--- config.mk ---
export PLATFORM = sky130hd
export DESIGN_NAME = ir_encoder
export DESIGN_NICKNAME = d
export VERILOG_FILES = /design/src/rtl/ir_pkg.sv /design/src/rtl/ir_carrier.sv /design/src/rtl/ir_encoder.sv
export SDC_FILE = /design/constraint.sdc
export NUM_CORES = 1
export LEC_CHECK = 0
export ABC_AREA = 1
export BUFFER_PORTS_ARGS = -buffer_cell sky130_fd_sc_hd__buf_4
export CELL_PAD_IN_SITES_DETAIL_PLACEMENT = 0
export CELL_PAD_IN_SITES_GLOBAL_PLACEMENT = 1
export CORE_ASPECT_RATIO = 0.9
export CORE_UTILIZATION = 45
export CTS_CLUSTER_DIAMETER = 50
export DETAILED_ROUTE_END_ITERATION = 8
export GPL_TIMING_DRIVEN = 1
export PLACE_DENSITY = 0.91
export SYNTH_ARGS = -nofsm -noshare
export SYNTH_HDL_FRONTEND = slang
export SYNTH_SLANG_ARGS = --single-unit
export TNS_END_PERCENT = 1
--- constraint.sdc ---
create_clock -name clk -period 5.2 [get_ports clk]
set_clock_uncertainty 0.1 [all_clocks]
set_input_delay 0.78 -clock clk [delete_from_list [all_inputs] [get_ports clk]]
set_output_delay 0.78 -clock clk [all_outputs]
set_load 0.005 [all_outputs]
--- src/rtl/ir_pkg.sv ---
// Shared definitions for the NEC IR encoder.
// Holds the frame state encoding, the NEC unit counts for each frame
// section, the payload width and the unit-length helper used to derive
// cycle counts from the clock frequency.
package ir_pkg;

  typedef enum logic [2:0] {
    IDLE,
    LEAD_MARK,
    LEAD_SPACE,
    BIT_MARK,
    BIT_SPACE,
    STOP_MARK,
    GAP
  } ir_state_t;

  localparam int unsigned NEC_BITS = 32;

  // Section lengths in 562.5 us units
  localparam int unsigned LEAD_MARK_UNITS    = 16;
  localparam int unsigned LEAD_SPACE_UNITS   = 8;
  localparam int unsigned REPEAT_SPACE_UNITS = 4;
  localparam int unsigned ONE_SPACE_UNITS    = 3;
  localparam int unsigned SHORT_UNITS        = 1;

  // One NEC unit is 9/16 ms; widened so large clock rates do not overflow
  function automatic int unsigned unit_cycles_f(input int unsigned clk_hz);
    longint unsigned prod;
    prod = longint'(clk_hz) * 9;
    return int'(prod / 16000);
  endfunction

endpackage

--- src/rtl/ir_carrier.sv ---
// IR carrier generator.
// Produces a square wave that toggles every half_cycles clocks. A restart
// pulse forces the wave high with a fresh half period on the next cycle, so
// every mark begins with a full high half period.
//   clk      : system clock
//   rst      : synchronous active-high reset (carrier low)
//   restart  : realign the carrier to start high on the next cycle
//   carrier  : carrier square wave
module ir_carrier #(
  parameter int unsigned half_cycles = 328
) (
  input  logic clk,
  input  logic rst,
  input  logic restart,
  output logic carrier
);

  localparam int unsigned CNT_W = (half_cycles > 1) ? $clog2(half_cycles) : 1;

  logic [CNT_W-1:0] cnt;

  always_ff @(posedge clk) begin
    if (rst) begin
      cnt     <= '0;
      carrier <= 1'b0;
    end else if (restart) begin
      cnt     <= '0;
      carrier <= 1'b1;
    end else if (cnt == CNT_W'(half_cycles - 1)) begin
      cnt     <= '0;
      carrier <= ~carrier;
    end else begin
      cnt <= cnt + 1'b1;
    end
  end

endmodule

--- src/rtl/ir_encoder.sv ---
// NEC infrared transmitter.
// Accepts a full-frame request (start) or a repeat-code request (repeat_req)
// while idle and emits the NEC mark/space envelope followed by a guard gap.
//   clk        : system clock
//   rst        : synchronous active-high reset, aborts any frame
//   start      : request a full 32-bit frame (wins over repeat_req)
//   repeat_req : request a repeat code
//   command    : payload, sent LSB first, latched on acceptance
//   busy       : high from the cycle after acceptance until the gap ends
//   done       : one-cycle pulse when the gap ends
//   ir_env     : mark envelope (1 = mark)
//   ir_led     : envelope gated by the carrier, drives the LED
module ir_encoder
  import ir_pkg::*;
#(
  parameter int unsigned clk_hz     = 25000000,
  parameter int unsigned carrier_hz = 38000,
  parameter int unsigned gap_units  = 72
) (
  input  logic        clk,
  input  logic        rst,
  input  logic        start,
  input  logic        repeat_req,
  input  logic [31:0] command,
  output logic        busy,
  output logic        done,
  output logic        ir_env,
  output logic        ir_led
);

  localparam int unsigned UNIT_CYCLES = unit_cycles_f(clk_hz);
  localparam int unsigned HALF_CYCLES = clk_hz / (2 * carrier_hz);
  localparam int unsigned MAX_UNITS   = (gap_units > LEAD_MARK_UNITS) ? gap_units : LEAD_MARK_UNITS;
  localparam int unsigned CYC_W       = (UNIT_CYCLES > 1) ? $clog2(UNIT_CYCLES) : 1;
  localparam int unsigned UNIT_W      = (MAX_UNITS > 1) ? $clog2(MAX_UNITS) : 1;
  localparam int unsigned IDX_W       = $clog2(NEC_BITS);

  ir_state_t          state;
  logic [CYC_W-1:0]   cyc_cnt;
  logic [UNIT_W-1:0]  unit_cnt;
  logic [IDX_W-1:0]   bit_idx;
  logic [31:0]        cmd_q;
  logic               is_rep;

  logic [UNIT_W-1:0]  last_unit;
  logic               unit_last;
  logic               state_done;
  logic               request;
  logic               enter_mark;
  logic               carrier;

  assign request    = start | repeat_req;
  assign unit_last  = (cyc_cnt == CYC_W'(UNIT_CYCLES - 1));
  assign state_done = unit_last && (unit_cnt == last_unit);

  // Index of the final unit of the current state
  always_comb begin
    last_unit = '0;
    case (state)
      LEAD_MARK:  last_unit = UNIT_W'(LEAD_MARK_UNITS - 1);
      LEAD_SPACE: last_unit = is_rep ? UNIT_W'(REPEAT_SPACE_UNITS - 1)
                                     : UNIT_W'(LEAD_SPACE_UNITS - 1);
      BIT_SPACE:  last_unit = cmd_q[bit_idx] ? UNIT_W'(ONE_SPACE_UNITS - 1)
                                             : UNIT_W'(SHORT_UNITS - 1);
      GAP:        last_unit = UNIT_W'(gap_units - 1);
      default:    last_unit = UNIT_W'(SHORT_UNITS - 1);
    endcase
  end

  // Every path into a mark state passes through one of these transitions;
  // restarting the carrier here makes it high on the first mark cycle.
  always_comb begin
    enter_mark = 1'b0;
    case (state)
      IDLE:                  enter_mark = request;
      LEAD_SPACE, BIT_SPACE: enter_mark = state_done;
      default:               enter_mark = 1'b0;
    endcase
  end

  always_ff @(posedge clk) begin
    if (rst) begin
      state    <= IDLE;
      cyc_cnt  <= '0;
      unit_cnt <= '0;
      bit_idx  <= '0;
      cmd_q    <= '0;
      is_rep   <= 1'b0;
      busy     <= 1'b0;
      done     <= 1'b0;
      ir_env   <= 1'b0;
    end else begin
      done <= 1'b0;
      if (state == IDLE) begin
        if (request) begin
          cmd_q    <= command;
          is_rep   <= ~start;
          state    <= LEAD_MARK;
          busy     <= 1'b1;
          ir_env   <= 1'b1;
          cyc_cnt  <= '0;
          unit_cnt <= '0;
          bit_idx  <= '0;
        end
      end else if (state_done) begin
        cyc_cnt  <= '0;
        unit_cnt <= '0;
        case (state)
          LEAD_MARK: begin
            state  <= LEAD_SPACE;
            ir_env <= 1'b0;
          end
          LEAD_SPACE: begin
            state  <= is_rep ? STOP_MARK : BIT_MARK;
            ir_env <= 1'b1;
          end
          BIT_MARK: begin
            state  <= BIT_SPACE;
            ir_env <= 1'b0;
          end
          BIT_SPACE: begin
            bit_idx <= bit_idx + 1'b1;
            state   <= (bit_idx == IDX_W'(NEC_BITS - 1)) ? STOP_MARK : BIT_MARK;
            ir_env  <= 1'b1;
          end
          STOP_MARK: begin
            state  <= GAP;
            ir_env <= 1'b0;
          end
          GAP: begin
            state <= IDLE;
            busy  <= 1'b0;
            done  <= 1'b1;
          end
          default: begin
            state  <= IDLE;
            busy   <= 1'b0;
            ir_env <= 1'b0;
          end
        endcase
      end else if (unit_last) begin
        cyc_cnt  <= '0;
        unit_cnt <= unit_cnt + 1'b1;
      end else begin
        cyc_cnt <= cyc_cnt + 1'b1;
      end
    end
  end

  ir_carrier #(
    .half_cycles(HALF_CYCLES)
  ) u_carrier (
    .clk     (clk),
    .rst     (rst),
    .restart (enter_mark),
    .carrier (carrier)
  );

  assign ir_led = ir_env & carrier;

endmodule
* After elaboration in Yosys (flattened, before gate mapping)
Index checks and enable logic that the tools add are counted.
** Operators by class
- Mux-type cells :: 34
- Eq/ne operators :: 13
- Order comparisons :: 1
- Reduce and logical (&&, ||, !) cells :: 16
- Add/subtract/negate cells :: 4
- Bitwise logic cells :: 5
** Operators by type and width (number)
- 2-to-1 mux 14 bit :: 4
- 2-to-1 mux 7 bit :: 4
- case mux 7 bit (4 select lines) :: 1
- 2-to-1 mux 5 bit :: 4
- 2-to-1 mux 3 bit :: 6
- case mux 3 bit (5 select lines) :: 1
- adder 14 x 1 -> 14 bit, second input constant :: 1
- equality test 14 bit, second input constant :: 1
- 2-to-1 mux 1 bit :: 10
- adder 9 x 1 -> 9 bit, second input constant :: 1
- equality test 3 bit, second input constant :: 3
- equality test 9 bit, second input constant :: 1
- AND reduction 3 bit :: 3
- adder 7 x 1 -> 7 bit, second input constant :: 1
- equality test 7 bit :: 1
- equality test 3 x 2 -> 1 bit, second input constant :: 2
- less-than comparator 5 x 6 -> 1 bit, second input constant :: 1
- AND reduction 2 bit :: 3
- nonzero test 2 bit :: 3
- OR reduction 3 bit :: 2
- adder 5 x 1 -> 5 bit, second input constant :: 1
- binary-select mux 1 bit (select 5 bit) :: 1
- equality test 5 bit, second input constant :: 1
- OR reduction 5 bit :: 1
- 12 further kinds :: 16
** Word-level totals
- Bits in registers :: 75
- Logic and storage cells :: 84
- Input port bits :: 36

* Depth between registers and ports, before layout
- Depth after elaboration :: 8
- Gate-level depth with buffers :: 17
- Mapped depth without buffers :: 15

* Cells and area by module
Synthesis repeated with hierarchy kept, for this count alone.
** Second synthesis, totals
- Cell total of the unflattened synthesis :: 559
- Area, all modules :: 3900.0 um2
** Modules (own cells, without submodules)
- ir_encoder :: area each 3415.8 um2, cells an instance 491, times used 1
- ir_carrier :: area each 484.2 um2, cells an instance 68, times used 1

* Least setup slack after synthesis
OpenSTA, ideal clock, no wires.
- Kind :: input -> register
- Start point :: input repeat_req
- End point :: register cyc_cnt[7]
- Path slack :: 3.228 ns
- Path buffers :: 1
- Stages on the path :: 6
- Required time :: 5.014 ns
- Data arrival time :: 1.786 ns
- Path through :: nor2_1 > clkinv_1 > nor2_1 > buf_2 > nand2_1 > a211oi_1
** Between the ends
- Cells in the longest elaborated chain, start to end :: 2
** RTL lines
- start, declared :: line ir_encoder.sv:23 : input logic repeat_req,
- bitwise OR 1 bit :: line ir_encoder.sv:52 : assign request = start | repeat_req;
- != test 2 bit (no line)
- end signal, assigned :: line ir_encoder.sv:145 : cyc_cnt <= cyc_cnt + 1'b1;
- end, declared :: line ir_encoder.sv:39 : logic [CYC_W-1:0] cyc_cnt;
No other way between the ends.
A chain may end at the register's enable or synchronous reset.

* Worst setup path in the final report
- Start point :: input repeat_req
- End point :: register unit_cnt[6]
** Between the ends
- Cells in the longest elaborated chain, start to end :: 3
** RTL lines
- bitwise OR 1 bit :: line ir_encoder.sv:52
- != test 2 bit (no line)
- AND reduction 2 bit (no line)
- end signal, assigned :: line ir_encoder.sv:143 : unit_cnt <= unit_cnt + 1'b1;
- end, declared :: line ir_encoder.sv:40 : logic [UNIT_W-1:0] unit_cnt;
No other way between the ends.

==> flow_summary.yaml <==
status:
  outcome: "complete, but fails checks"
  violations: "design-rule violations"
clock_network:
  cts_tree: "done"
  clockBufferDepth: 2
  ctsHtreeMaxLevel: 3
  ctsResizeCount: 0
  cts.sinks: 75
  clk_pin_slew_ns: 0.07
  postCtsHoldBufs: 0
  numCtsBuffers: 9
  root_buffer: "clkbuf_8"
  postCtsSetupRepairBufs: 0
  clk_latency_ns: 0.35
synthesis:
  ys_warn_count: 0
  syn_inst: 529
  ys_ff_latch: 75
  seq_area_frac_synth_pct: 40.12
  synth_top_area_share_pct: 40.12
  async_flop_share_pct: 0
  synth_fp_nets: 571
  synth.avg_cell_area_um2: 7.074
  synthTopCellsByArea: "dfxtp_1 (40%), nand2_1 (13%), nand3_1 (10%), a21oi_1 (7.1%), inv_1 (4.3%)"
  synth-edff-count: 0
  synth_area_um2: 3742
  synth_top_area_cell: "dfxtp_1"
  yosysUniqueCellTypes: 37
  ys.flop_type: "dfxtp_1"
flow_run:
  drv_cap: 0
hold_path:
  min_path_type: "flip-flop to flip-flop"
  hold_depth: 1
  hp-start: "u_carrier.cnt[0]"
route:
  drt-total-wl_um: 8670
  routedWlPerCell_um: 13.08
  vias: 3501
  firstDrtPassIters: 6
  final_antenna_net_count: 0
  first_iter_violations: 250
  drcViolationCount: 3
  avgViaCountPerCell: 5.281
power_and_ir_drop:
  peakVddDrop_v: 0.0001620
  clkPwrFrac_pct: 30.3
  seq_power_share_pct: 45.4
  p_total_mw: 1.470
  sw_frac_of_total_pct: 33.09
  p_sw_mw: 0.4863
  share_comb_of_total_power_pct: 24.3
  powerDensity_nw_per_um2: 344.8
  internal_power_mw: 0.9834
  p_leak_nw: 1.591
floorplan:
  core_um2: 8068
  design.die.area_um2: 8686
  fp.dieH_um: 88.52
  rows: 31
  fp.dieW_um: 98.13
  start_util_pct: 46.39
  io_pins: 40
cells_and_area:
  nets: 601
  finish.instance_area_um2: 4263
  drive_gt1_share_pct: 14.36
  final_util_pct: 52.84
  nFillCells: 833
  num_antenna_cells: 0
  area_growth_pct: 13.91
critical_path:
  path_max_fanout: 34
  cp.required_ns: 5.34
  worst_r2r_endpoint: "unit_cnt[6]"
  reg2reg_depth: 9
  crit_type: "input port to flip-flop"
  arrival_ns: 2.77
  r2r_start: "state[1]"
  rrSetupSlack_ns: 2.61
  crit_start: "repeat_req"
  start_kind: "input port"
  end_kind: "flip-flop"
  endpoint: "unit_cnt[6]"
timing:
  tns_ns: 0
  rsz0062_at_grt: "no"
  setup_viol: 0
  fin_crit_ns: 2.628
  final_hold_viol_count: 0
  max_slew_margin_pct: 32.04
  worst_pin_slew_ns: 1.016
  fin_crit_sh_pct: 50.54
  drv_slew: 0
  fmaxAchievable_mhz: 380.5
global_route:
  antenna_found_initial: 0
  grt_use_total_pct: 21.07
  grt-ovfl-total: 0
  grt_pass1_vias: 3141
  grt_pass1_wl_um: 14590
  grt_max_degree: 57
placement:
  port_buffers: 39
  place_area_um2: 4069
  gp_congestion: 0.8559
  hpwl_um: 5896
placed cells by master, fill, tap and decap left out, drive strengths merged, types with 2 or more instances in the layout:
master,Yosys,layout
inv,45,45
dfxtp,75,75
a21oi,53,53
nand3,82,82
buf,11,42
a211oi,2,2
nor2,47,47
o21ai,16,16
clkinv,2,5
clkbuf,12,11
a221oi,2,2
ha,6,6
xor2,11,11
nand2,134,134
xnor2,4,4
nor3,5,5
nand4,11,11
o221ai,2,2
power groups by stage:
stage	sequential, mW	clock (mW)	combinational, mW
after global placement	0.679	0	0.348
after CTS	0.667	0.460	0.357
after floorplan	0.670	0	0.263
after global routing	0.675	0.488	0.399
final	0.667	0.446	0.357
after detailed placement	0.680	0	0.355
critical path, cell delays in order:
cell and delay (ns):
buf_4 0.11, nor2_1 0.10, clkinv_1 0.06, buf_4 0.24
nor2_1 0.82, nor2_2 0.25, nand4_1 0.16, xor2_1 0.17
nor2_1 0.07
per-stage QoR:
stage	std cells	setup slack [ns]	hold WS, ns
after CTS	663	2.542	0.3658
after detailed placement	647	2.221	0.3459
after global placement	647	2.323	0.3416
final	663	2.572	0.3596
after global routing	663	2.329	0.3824
after floorplan	529	3.228	0.3276
final cells by class:
cell class,instances,area [µm²],share of cell area [%]
Clock inverter,5,52.55,1.233
Timing Repair Buffer,42,315.3,7.397
Inverter,47,181.4,4.256
Clock buffer,11,141.4,3.317
Tap cell,99,123.9,2.906
Sequential cell,75,1501,35.22
Multi-Input combinational cell,384,1947,45.67
cells in the mapped netlist, drive strengths merged, types with 2 or more instances:
cell    count
a221oi      2
xor2       11
ha          6
o221ai      2
nor2       47
o21ai      16
inv        45
clkinv      2
nand2     134
a21oi      53
a211oi      2
buf        11
nand4      11
nor3        5
xnor2       4
clkbuf     12
nand3      82
dfxtp      75
state kept, by name (all words and copies together) (netlist names):
name               count
u_carrier.cnt          9
unit_cnt               7
state                  3
done                   1
is_rep                 1
busy                   1
bit_idx                5
cyc_cnt               14
cmd_q                 32
ir_env                 1
u_carrier.carrier      1
layer usage:
layer	wire [µm]	part of all wire, %	track usage [%]	vias to the layer above
met4	99	1.1	6.887	0
met5	0	0	0	-
met3	382	4.4	5.055	7
met1	4216	49	28.20	1614
met2	3971	46	33.67	72
li1	-	-	-	1808
cells by family after synthesis:
| family | Yosys count | synth area share [%] |
|---|---|---|
| AO/OA/AOI/OAI | 81 | 11.87 |
| XOR/XNOR | 15 | 3.510 |
| adder cells (fa/ha/maj) | 6 | 2.006 |
| buffers and inverters | 70 | 7.923 |
| flip-flops | 75 | 40.12 |
| AND/OR/NAND/NOR | 282 | 34.57 |
how the worst min path moves through the flow:
stage | endpoint | slack, ns
final | u_carrier.cnt[0] | 0.36
after global routing | cmd_q[16] | 0.38
after CTS | cmd_q[24] | 0.37
after detailed placement | u_carrier.cnt[0] | 0.35
after global placement | u_carrier.cnt[0] | 0.34
after floorplan | u_carrier.cnt[0] | 0.33
Power figures use the tool's default switching activity.
